File: src/rtl/i2c_wb_seq.sv
// Wishbone master that drives an i2c_master_top core: programs the prescaler once,
// then turns single-register read/write requests into TXR/CR writes with SR polling.
module i2c_wb_seq #(
    parameter logic [15:0] PRESCALE = 16'h0031,
    parameter int unsigned POLL_MAX = 1024
) (
    input  logic       wb_clk_i,
    input  logic       arst_i,
    input  logic       req_valid,
    output logic       req_ready,
    input  logic       req_rw,
    input  logic [6:0] req_dev,
    input  logic [7:0] req_reg,
    input  logic [7:0] req_wdata,
    output logic       rsp_valid,
    output logic [7:0] rsp_rdata,
    output logic [1:0] rsp_status,
    output logic [2:0] wb_adr_o,
    output logic [7:0] wb_dat_o,
    input  logic [7:0] wb_dat_i,
    output logic       wb_we_o,
    output logic       wb_stb_o,
    output logic       wb_cyc_o,
    input  logic       wb_ack_i,
    output logic [3:0] dbg_state
);

    // Handshake: a request transfers on the rising clock edge where req_valid && req_ready;
    // rsp_valid is a single-cycle strobe and needs no ready from the requester.

    localparam int PW = $clog2(POLL_MAX + 1);
    localparam logic [PW-1:0] POLL_LAST = PW'(POLL_MAX - 1);

    localparam int SR_RXACK = 7;
    localparam int SR_BUSY  = 6;
    localparam int SR_AL    = 5;
    localparam int SR_TIP   = 1;

    localparam logic [1:0] ST_OK      = 2'd0;
    localparam logic [1:0] ST_NACK    = 2'd1;
    localparam logic [1:0] ST_ARBLOST = 2'd2;
    localparam logic [1:0] ST_TIMEOUT = 2'd3;

    typedef enum logic [3:0] {
        INIT_PLO,
        INIT_PHI,
        INIT_CTR,
        IDLE,
        TX_WR,
        CR_WR,
        SR_RD,
        STOP_WR,
        BUSY_RD,
        RX_RD
    } state_t;

    state_t        state, state_d;
    logic          active, active_d;
    logic [1:0]    step, step_d;
    logic [PW-1:0] poll_cnt, poll_d;
    logic          rsp_valid_d;
    logic [7:0]    rsp_rdata_d;
    logic [1:0]    rsp_status_d;
    logic          accept;

    logic          lat_rw;
    logic [6:0]    lat_dev;
    logic [7:0]    lat_reg;
    logic [7:0]    lat_wdata;
    logic [7:0]    tx_byte;
    logic [7:0]    cr_byte;

    assign dbg_state = state;
    assign req_ready = (state == IDLE) && !rsp_valid;

    // Step 2 is the data byte for writes and the repeated-start address for reads;
    // step 3 exists only for reads and carries no TXR byte.
    always_comb begin
        tx_byte = 8'h00;
        cr_byte = 8'h00;
        case (step)
            2'd0: begin tx_byte = {lat_dev, 1'b0}; cr_byte = 8'h90; end
            2'd1: begin tx_byte = lat_reg;         cr_byte = 8'h10; end
            2'd2: begin
                tx_byte = lat_rw ? {lat_dev, 1'b1} : lat_wdata;
                cr_byte = lat_rw ? 8'h90 : 8'h50;
            end
            default: begin tx_byte = 8'h00; cr_byte = 8'h68; end
        endcase
    end

    // An access is two phases: active=0 is the mandatory idle cycle, active=1 holds cyc/stb until ack.
    always_comb begin
        wb_cyc_o = active;
        wb_stb_o = active;
        wb_adr_o = 3'd0;
        wb_dat_o = 8'h00;
        wb_we_o  = 1'b0;
        if (active) begin
            case (state)
                INIT_PLO: begin wb_adr_o = 3'd0; wb_dat_o = PRESCALE[7:0];  wb_we_o = 1'b1; end
                INIT_PHI: begin wb_adr_o = 3'd1; wb_dat_o = PRESCALE[15:8]; wb_we_o = 1'b1; end
                INIT_CTR: begin wb_adr_o = 3'd2; wb_dat_o = 8'h80;          wb_we_o = 1'b1; end
                TX_WR:    begin wb_adr_o = 3'd3; wb_dat_o = tx_byte;        wb_we_o = 1'b1; end
                CR_WR:    begin wb_adr_o = 3'd4; wb_dat_o = cr_byte;        wb_we_o = 1'b1; end
                STOP_WR:  begin wb_adr_o = 3'd4; wb_dat_o = 8'h40;          wb_we_o = 1'b1; end
                SR_RD, BUSY_RD: wb_adr_o = 3'd4;
                RX_RD:    wb_adr_o = 3'd3;
                default:  wb_adr_o = 3'd0;
            endcase
        end
    end

    always_comb begin
        state_d      = state;
        active_d     = active;
        step_d       = step;
        poll_d       = poll_cnt;
        rsp_valid_d  = 1'b0;
        rsp_rdata_d  = 8'h00;
        rsp_status_d = 2'd0;
        accept       = 1'b0;
        if (state == IDLE) begin
            if (req_valid && req_ready) begin
                accept  = 1'b1;
                step_d  = 2'd0;
                state_d = TX_WR;
            end
        end else if (!active) begin
            active_d = 1'b1;
        end else if (wb_ack_i) begin
            active_d = 1'b0;
            case (state)
                INIT_PLO: state_d = INIT_PHI;
                INIT_PHI: state_d = INIT_CTR;
                INIT_CTR: state_d = IDLE;
                TX_WR:    state_d = CR_WR;
                CR_WR:    begin poll_d = '0; state_d = SR_RD; end
                STOP_WR:  begin poll_d = '0; state_d = BUSY_RD; end
                SR_RD: begin
                    if (wb_dat_i[SR_TIP]) begin
                        if (poll_cnt == POLL_LAST) begin
                            state_d = IDLE; rsp_valid_d = 1'b1; rsp_status_d = ST_TIMEOUT;
                        end else begin
                            poll_d = poll_cnt + PW'(1);
                        end
                    end else if (wb_dat_i[SR_AL]) begin
                        state_d = IDLE; rsp_valid_d = 1'b1; rsp_status_d = ST_ARBLOST;
                    end else if (step == 2'd3) begin
                        state_d = RX_RD;
                    end else if (wb_dat_i[SR_RXACK]) begin
                        state_d = STOP_WR;
                    end else if (!lat_rw && step == 2'd2) begin
                        state_d = IDLE; rsp_valid_d = 1'b1; rsp_status_d = ST_OK;
                    end else begin
                        step_d  = step + 2'd1;
                        state_d = (lat_rw && step == 2'd2) ? CR_WR : TX_WR;
                    end
                end
                BUSY_RD: begin
                    if (!wb_dat_i[SR_BUSY]) begin
                        state_d = IDLE; rsp_valid_d = 1'b1; rsp_status_d = ST_NACK;
                    end else if (poll_cnt == POLL_LAST) begin
                        state_d = IDLE; rsp_valid_d = 1'b1; rsp_status_d = ST_TIMEOUT;
                    end else begin
                        poll_d = poll_cnt + PW'(1);
                    end
                end
                RX_RD: begin
                    state_d = IDLE; rsp_valid_d = 1'b1; rsp_status_d = ST_OK; rsp_rdata_d = wb_dat_i;
                end
                default: state_d = IDLE;
            endcase
        end
    end

    always_ff @(posedge wb_clk_i or negedge arst_i) begin
        if (!arst_i) begin
            state      <= INIT_PLO;
            active     <= 1'b0;
            step       <= 2'd0;
            poll_cnt   <= '0;
            rsp_valid  <= 1'b0;
            rsp_rdata  <= 8'h00;
            rsp_status <= 2'd0;
        end else begin
            state      <= state_d;
            active     <= active_d;
            step       <= step_d;
            poll_cnt   <= poll_d;
            rsp_valid  <= rsp_valid_d;
            rsp_rdata  <= rsp_rdata_d;
            rsp_status <= rsp_status_d;
        end
    end

    always_ff @(posedge wb_clk_i or negedge arst_i) begin
        if (!arst_i) begin
            lat_rw    <= 1'b0;
            lat_dev   <= 7'h00;
            lat_reg   <= 8'h00;
            lat_wdata <= 8'h00;
        end else if (accept) begin
            lat_rw    <= req_rw;
            lat_dev   <= req_dev;
            lat_reg   <= req_reg;
            lat_wdata <= req_wdata;
        end
    end

endmodule

File: config.mk
export PLATFORM = sky130hd
export DESIGN_NAME = i2c_wb_seq
export DESIGN_NICKNAME = d
export VERILOG_FILES = /design/src/rtl/i2c_wb_seq.sv
export SDC_FILE = /design/constraint.sdc
export NUM_CORES = 1
export LEC_CHECK = 0
export BUFFER_PORTS_ARGS = -buffer_cell sky130_fd_sc_hd__buf_2
export CORE_ASPECT_RATIO = 2
export CORE_MARGIN = 2
export CORE_UTILIZATION = 45
export DETAILED_ROUTE_END_ITERATION = 6
export GPL_TIMING_DRIVEN = 0
export PLACE_DENSITY = 0.68
export SLEW_MARGIN = 10
export SYNTH_ARGS = -nofsm -noshare
export SYNTH_HDL_FRONTEND = slang
export SYNTH_SLANG_ARGS = --single-unit
File: constraint.sdc
create_clock -name wb_clk_i -period 4.3 [get_ports wb_clk_i]
set_input_delay 0.43 -clock wb_clk_i [delete_from_list [all_inputs] [get_ports wb_clk_i]]
set_output_delay 0.43 -clock wb_clk_i [all_outputs]
set_load 0.1 [all_outputs]
# Yosys cells after proc, flatten, opt, wreduce, memory -nomap -nowiden
# Index checks and enable logic that the tools add are counted.
# op_classes
addsub,2
eq_ne,21
n_mux,64
n_bitwise,1
n_reduce_logical,19
# op_table
op,count
8-bit 2-to-1 mux,7
8-bit one-hot mux with 3 select lines,2
8-bit one-hot mux with 5 select lines,1
4-bit 2-to-1 mux,9
2-bit 2-to-1 mux,17
11-bit 2-to-1 mux,3
11-bit one-hot mux with 3 select lines,1
4-bit one-hot mux with 7 select lines,1
1-bit 2-to-1 mux,17
"4-bit by 3-bit == test with 1-bit output, second input constant",4
3-bit one-hot mux with 4 select lines,1
"11-bit by 1-bit adder with 11-bit output, second input constant",1
"11-bit by 10-bit == test with 1-bit output, second input constant",1
3-bit 2-to-1 mux,3
9-bit AND reduction,1
"4-bit by 2-bit == test with 1-bit output, second input constant",2
"4-bit == test, second input constant",2
"2-bit by 1-bit inequality test with 1-bit output, second input constant",4
"2-bit inequality test, second input constant",4
6-bit AND reduction,1
2-bit nonzero test,3
6-bit OR reduction,1
"2-bit == test, second input constant",2
"4-bit by 1-bit == test with 1-bit output, second input constant",1
other kinds (13),18
# totals
regBits,53
inputBits,36
output_inout_bits,30

# Longest topological paths before layout
# Gate-level depths: netlist of the first run.
# logic_depth
ltp_word,12
mapped_depth,8
mapped_depth_nobuf,7

# Worst setup path before layout of the first run
# OpenSTA, ideal clock, no wires.
# synth_timing
path_kind,reg2out
from,register state[0] (netlist: dbg_state[0])
to,output port wb_dat_o[3]
arrival_time_ns,3.775
slack_ns,0.095
path_stages_with_launch,5
n_path_buf,2
cell_sequence,dfrtp_1 clkbuf_1 buf_1 a21oi_1 nor3_1
# synth_via
elab_chain_cells,3
elab_cells_between_ends,7
cone_classes,eq/ne: 4; mux: 2; reduce/logical: 1
# synth_lines
element,line_no,text
start: declaration,57,"state_t state, state_d;"
start signal: assignment,187,state <= state_d;
"4-bit by 3-bit == test with 1-bit output, or another cell as far along",100,case (state)
8-bit one-hot mux with 5 select lines (*),100,
8-bit 2-to-1 mux (*),99,if (active) begin
end: declaration,19,"output logic [7:0] wb_dat_o,"
# Mark *: on every way between the ends. The rest lies on a longest branch, timed or not.

# Final worst setup path of the first run
# layout_timing
from,register state[1] (netlist: dbg_state[1])
to,output port wb_dat_o[2]
# The elaborated chain is that of the path after synthesis.

==> implementation parameters, run 1 <==
Parameter                              Value

Run status
  Result of the run ... complete, no violations

Layout
  Layout cells sized above 1 ... 0.237
  Filler instances ... 641
  Most common cell after layout, fill and taps aside ... sky130_fd_sc_hd__nand2_1
  Finished Cell Area ... 3610 um2
  Most frequent cells in the layout ... sky130_fd_sc_hd__nand2_1, sky130_fd_sc_hd__buf_2, sky130_fd_sc_hd__dfrtp_1
  Multi-input gate area in the final layout ... around 1600 um2
  Largest register by flop count ... poll_cnt
  Max reg flops ... 11
  Area grow syn2layout ... 19.3%
  Footprint of the flip-flops and latches ... 1330 um2
  Net count, final ... 463
  Antenna Diode Count ... 0

Placement
  Port buffer count ... 64
  Final GP Congestion ... 0.902
  Dpl cell area ... 3460 um2
  Setup WS pre-CTS ... around 1600 ps
  HPWL after DPL ... 6360 um

Synthesis
  Post-Syn Area per Cell ... between 8 and 9 um2
  Count of unique library cells instantiated by Yosys ... 60
  Share of synthesized flip-flops with an asynchronous set or reset ... 1.00
  Cell types occupying the most area after synthesis ... sky130_fd_sc_hd__dfrtp_1, sky130_fd_sc_hd__nand2_1, sky130_fd_sc_hd__a21oi_1
  Most used flip-flop cell after synthesis ... sky130_fd_sc_hd__dfrtp_1
  Yosys Warn Count ... 0
  Summed instance area of the synthesized netlist ... 3030 um2
  EDFF count, synth ... 0
  Net Count, Synth ... 392
  Synth top area share ... 0.438
  Number of standard cells after synthesis ... 350
  Register bit total from synthesis ... 53
  Leading area contributor after synthesis ... sky130_fd_sc_hd__dfrtp_1
  Share of the yosys chip area belonging to registers ... 0.438

Timing
  Number of pins with negative max-slew slack in the final report ... 0
  Minimum clock period after layout ... between 3000 and 4000 ps
  Actual transition at the worst max-transition pin ... ~830 ps
  RSZ-0062 raised after global routing ... false
  Fmax ... about 0.33 GHz
  Final worst slack ... 1260 ps
  Max Clock Skew ... ~6.6 ps
  Final Cycle Share ... 0.708
  Aggregate negative setup slack ... 0 ps
  Relative slew slack ... 0.442
  Total setup violations reported at the end of the flow ... 0
  Number of failing hold endpoints at the final stage ... 0

Clocking
  Buffers inserted by post-CTS timing repair ... 0
  Post-CTS Hold Fix Bufs ... 0
  Maximum number of buffers from clock root to sink ... 2
  TritonCTS buffer count ... 5
  Clock Tree Root ... sky130_fd_sc_hd__clkbuf_16
  Clock slew at reported path FFs ... 70 ps
  Number of gates given a new drive strength after cts ... 0
  Clock Sink Count ... 53
  CTS tree ... built
  H-Tree Level Count ... 2
  Clock insertion delay at the later pin of the skew report ... 290 ps

Floorplan
  Number of placement rows ... 42
  Core ar. ... 6570 um2
  Total Die Area ... between 7000 and 8000 um2
  Width of the chip ... 62.0 um
  Chip Height ... 120 um
  I/O pin count ... 66
  Initial standard-cell utilization of the core ... 0.461

Global route
  Pin count of the biggest net entering global routing ... 54
  Number of global-route vias before repair ... 2834
  Met2 track demand over resource ... 0.421
  Global-route track usage on met3 ... 0.0442
  Overall Global Routing Usage ... 0.244
  Global route overflow ... 0
  Number of antenna violations at the first check in global routing ... 0
  Top Usage Layer GRT ... met2
  Global-route wire length before repair ... approximately 13000 um
  Met1 global-route usage ... 0.257

Routing
  Ratio of routed vias to standard cells ... 5.48
  Routed length per instance ... 16.2 um
  Detailed Route WL ... approximately 8300 um
  Violation count after the first detailed-routing iteration ... 154
  Total via count in the routed design ... roughly 2800
  DRC violations left ... 0
  Router iterations before antenna repair ... 5
  Number of nets with antenna violations after routing ... 0

Critical path
  Endpoint class of the critical path ... output port
  CP cell instances ... clkbuf_1, or4_1, or2_2, nor2_1, buf_2
  Critical path peak fanout ... 10
  Startpoint type of the worst setup path ... flip-flop
  Critical setup path kind ... reg2out
  Slowest cell on the critical path ... sky130_fd_sc_hd__or4_1
  Arrival time reported for the critical path endpoint ... between 2000 and 3000 ps
  WP data required ... 3870 ps
  Largest stage delay on the critical path ... 620 ps

Power and ir drop
  Leakage dissipation ... 1.75 nW
  Power density over the cells ... 807 nW/um2
  IR Drop Worst-Case VDD ... approximately 0.00057 V

Hold path
  Worst hold path class ... in2async

Run
  MaxCap Viol Count ... 0
==> critical path: cells and delay by family, from the launching register on <==
| kind | cells | cell delay [ps] |
|---|---|---|
| flops | 1 | 490 |
| simple gates | 3 | 1100 |
| buf+inv | 2 | 720 |
==> cell usage after synthesis, types with 3 or more instances <==
library cell and number:
sky130_fd_sc_hd__nand2_1 91, sky130_fd_sc_hd__dfrtp_1 53, sky130_fd_sc_hd__a21oi_1 21, sky130_fd_sc_hd__nor2_1 16, sky130_fd_sc_hd__clkbuf_1 14, sky130_fd_sc_hd__o21ai_0 14, sky130_fd_sc_hd__nand3_1 13, sky130_fd_sc_hd__and2_1 10
sky130_fd_sc_hd__inv_1 8, sky130_fd_sc_hd__mux2_2 8, sky130_fd_sc_hd__nor3_1 8, sky130_fd_sc_hd__nand2b_1 7, sky130_fd_sc_hd__a222oi_1 6, sky130_fd_sc_hd__ha_1 6, sky130_fd_sc_hd__o31ai_1 6, sky130_fd_sc_hd__a31oi_1 4
sky130_fd_sc_hd__buf_2 4, sky130_fd_sc_hd__a41oi_1 3, sky130_fd_sc_hd__buf_1 3, sky130_fd_sc_hd__mux2i_1 3
==> layer usage <==
metal  vias up  routed length, um  part of all wire
li1       1369                  -                 -
met1      1323               2960              0.36
met2        84               4630              0.56
met3        21                318             0.039
met4         0                345             0.042
met5         -                  0                 0
==> where the power goes <==
| part | switching, W | internal, W |
|---|---|---|
| registers | 0.000123 | 0.000647 |
| clock network | 0.000184 | 0.000219 |
| logic | 0.00129 | 0.000447 |
| total | 0.00160 | 0.00131 |
==> kinds of logic after synthesis <==
logic type | Yosys count | share of synthesized area
simple gates | 167 | 0.265
compound gates | 78 | 0.182
flops | 53 | 0.438
buf+inv | 34 | 0.0471
mux | 11 | 0.0397
fa+ha+maj | 6 | 0.0248
xor+xnor | 1 | 0.00289
==> area by class of cell <==
class / instances / area share
inverters: 9 / 0.00936
clock buffers: 5 / 0.0347
repair buffers: 64 / 0.0894
clock inverters: 3 / 0.00693
flip-flops and latches: 53 / 0.367
multi-input cells: 263 / 0.432
plain buffers: 25 / 0.0302
well taps: 88 / 0.0305
==> stage by stage <==
step / power, W / std cells / utilization / hold WS [ps]
5_1_grt: 0.00311 / 510 / 0.550 / 221
6_report: 0.00291 / 510 / 0.550 / 167
2_1_floorplan: 0.00214 / 350 / - / 134
4_1_cts: 0.00292 / 510 / 0.549 / 316
3_5_place_dp: 0.00251 / 502 / 0.526 / 460
3_3_place_gp: 0.00249 / 502 / 0.526 / 458
==> final timing paths <==
kind,cells past startpoint,startpoint,end,slack [ps]
max in group asynchronous,1,arst_i,rsp_valid,3680
worst min register to register,2,lat_wdata[0],lat_wdata[0],480
min in group wb_clk_i,3,req_reg[1],lat_reg[1],320
worst max-delay path,5,dbg_state[1],wb_dat_o[2],1260
worst max register to register,8,poll_cnt[0],rsp_valid,1920
worst min-delay path,1,arst_i,poll_cnt[1],170
No activity file was read; power rests on OpenSTA's default activity.
==> run 2: changes to the inputs <==
--- a/config.mk
+++ b/config.mk
@@ -11,7 +11,7 @@
 export CORE_UTILIZATION = 45
 export DETAILED_ROUTE_END_ITERATION = 6
 export GPL_TIMING_DRIVEN = 0
-export PLACE_DENSITY = 0.68
+export PLACE_DENSITY = 0.71
 export SLEW_MARGIN = 10
 export SYNTH_ARGS = -nofsm -noshare
 export SYNTH_HDL_FRONTEND = slang
==> constraint.sdc (replaced) <==
create_clock -name wb_clk_i -period 2.75 [get_ports wb_clk_i]
set_input_delay 0.275 -clock wb_clk_i [delete_from_list [all_inputs] [get_ports wb_clk_i]]
set_output_delay 0.275 -clock wb_clk_i [all_outputs]
set_load 0.1 [all_outputs]
==> implementation parameters, run 2 (synthesized netlist as in run 1, its figures left out) <==
Parameter                              Value

Run status
  Result of the run ... complete, no violations

Timing
  Worst hold-check slack ... 15.7 ps
  Relative slew slack ... 0.430
  Max Clock Skew ... 3.65 ps
  Number of failing hold endpoints at the final stage ... 0
  RSZ-0062 raised after global routing ... true
  Total setup violations reported at the end of the flow ... 0
  Number of pins with negative max-slew slack in the final report ... 0
  Fmax ... between 0.3 and 0.4 GHz
  Final Cycle Share ... 0.952
  Actual transition at the worst max-transition pin ... about 850 ps
  Minimum clock period after layout ... 2620 ps

Clocking
  Clock slew at reported path FFs ... 70 ps
  H-Tree Level Count ... 2
  TritonCTS buffer count ... 5
  Clock insertion delay at the later pin of the skew report ... 290 ps
  Clock Sink Count ... 53
  Clock Tree Root ... sky130_fd_sc_hd__clkbuf_16
  CTS tree ... built
  Post-CTS Hold Fix Bufs ... 0
  Maximum number of buffers from clock root to sink ... 2
  Buffers inserted by post-CTS timing repair ... 0

Layout
  Antenna Diode Count ... 0
  Most frequent cells in the layout ... sky130_fd_sc_hd__nand2_1, sky130_fd_sc_hd__buf_2, sky130_fd_sc_hd__dfrtp_1
  Largest register by flop count ... poll_cnt
  Net count, final ... 459
  Max reg flops ... 11
  Filler instances ... 649
  Layout cells sized above 1 ... 0.285
  Most common cell after layout, fill and taps aside ... sky130_fd_sc_hd__nand2_1
  Area grow syn2layout ... 21.4%

Critical path
  Largest stage delay on the critical path ... 620 ps
  WP data required ... roughly 2500 ps
  Length in cells of the worst reg-to-reg path ... 8
  Critical path peak fanout ... 10
  Cell family with most CP delay ... simple AND/OR/NAND/NOR gates
  Critical setup path kind ... reg2out
  Arrival time reported for the critical path endpoint ... 2340 ps
  Sum of buffers and inverters on the critical path ... 2
  Endpoint class of the critical path ... output port
  Slowest cell on the critical path ... sky130_fd_sc_hd__or4_1
  Startpoint type of the worst setup path ... flip-flop
  CP cell instances ... clkbuf_2, or4_1, or2_2, nor2_4, buf_6
  Logic depth of the worst path, buffers included ... 5

Floorplan
  I/O pin count ... 66
  Chip Height ... 120 um
  Total Die Area ... between 7000 and 8000 um2
  Core ar. ... roughly 6600 um2
  Number of placement rows ... 42
  Initial standard-cell utilization of the core ... 0.461
  Width of the chip ... 62.0 um

Global route
  Overall Global Routing Usage ... 0.242
  Number of antenna violations at the first check in global routing ... 0
  Global route overflow ... 0
  Pin count of the biggest net entering global routing ... between 50 and 60
  Global-route wire length before repair ... 13400 um
  Number of global-route vias before repair ... 2843

Routing
  Ratio of routed vias to standard cells ... 5.62
  Router iterations before antenna repair ... 5
  Violation count after the first detailed-routing iteration ... 173
  Detailed Route WL ... 8240 um
  Number of nets with antenna violations after routing ... 0
  DRC violations left ... 0
  Routed length per instance ... 16.3 um
  Total via count in the routed design ... around 2800

Power and ir drop
  Internal Dissipation ... roughly 0.0021 W
  Leakage dissipation ... ~1.7 nW
  Proportion of total power due to net switching ... 0.551
  Power density over the cells ... 1270 nW/um2
  IR Drop Worst-Case VDD ... 0.000569 V
  Psw ... 0.00256 W
  Part of the power in registers ... 0.265
  Power after layout ... 0.00465 W
  Clock share of power ... 0.133
  Combinational share of power ... 0.601

Placement
  HPWL after DPL ... 6420 um
  Port buffer count ... 64
  Final GP Congestion ... between 0.9 and 1

Hold path
  Worst hold path class ... in2async

Run
  MaxCap Viol Count ... 0
[run 2: timing repair]
action                     CTS  global route
setup endpoints to repair    3             9
hold endpoints to repair     0             0
resized for setup            5            10
[run 2: final timing paths]
check / from / end / slack, ps
max: dbg_state[1] / wb_dat_o[1] / 130
min in group wb_clk_i: req_reg[6] / lat_reg[6] / 170
min: arst_i / rsp_rdata[1] / 20
min reg2reg: lat_wdata[3] / lat_wdata[3] / 480
max reg2reg: poll_cnt[0] / rsp_valid / 380
max in group asynchronous: arst_i / wb_cyc_o / 2260
[run 2: power groups by stage]
stage	logic [W]	registers, W	clock network (W)
final	0.00280	0.00123	0.000621
after global routing	0.00302	0.00126	0.000670
after CTS	0.00282	0.00121	0.000639
after detailed placement	0.00280	0.00122	0
after global placement	0.00277	0.00122	0
after floorplan	0.00197	0.00146	0
[run 2: per-layer routing]
metal / GRT usage / part of all wire
met5: 0 / 0
met4: 0.105 / 0.040
met3: 0.0420 / 0.033
met2: 0.435 / 0.57
met1: 0.256 / 0.36
[run 2: cell type report]
cell class                 count  area [um2]  share of cell area
multi-input combinational    263        1610               0.438
clock inverter                 3        22.5             0.00613
buffer                        21        97.6              0.0266
tap                           88         110              0.0300
timing repair buffer          64         345              0.0940
sequential                    53        1330               0.363
inverter                       9        33.8             0.00919
clock buffer                   5         125              0.0340
[run 2: per-stage QoR]
stage	area, um2	setup slack [ps]	utilization	TNS [ps]	instances
floorplan	3080	22.8	-	0	350
global placement	3510	195	0.534	0	502
detailed placement	3510	192	0.534	0	502
CTS	3670	0.0799	0.559	0	510
global route	3670	-10.6	0.559	-10.6	506
finish	3670	132	0.559	0	506
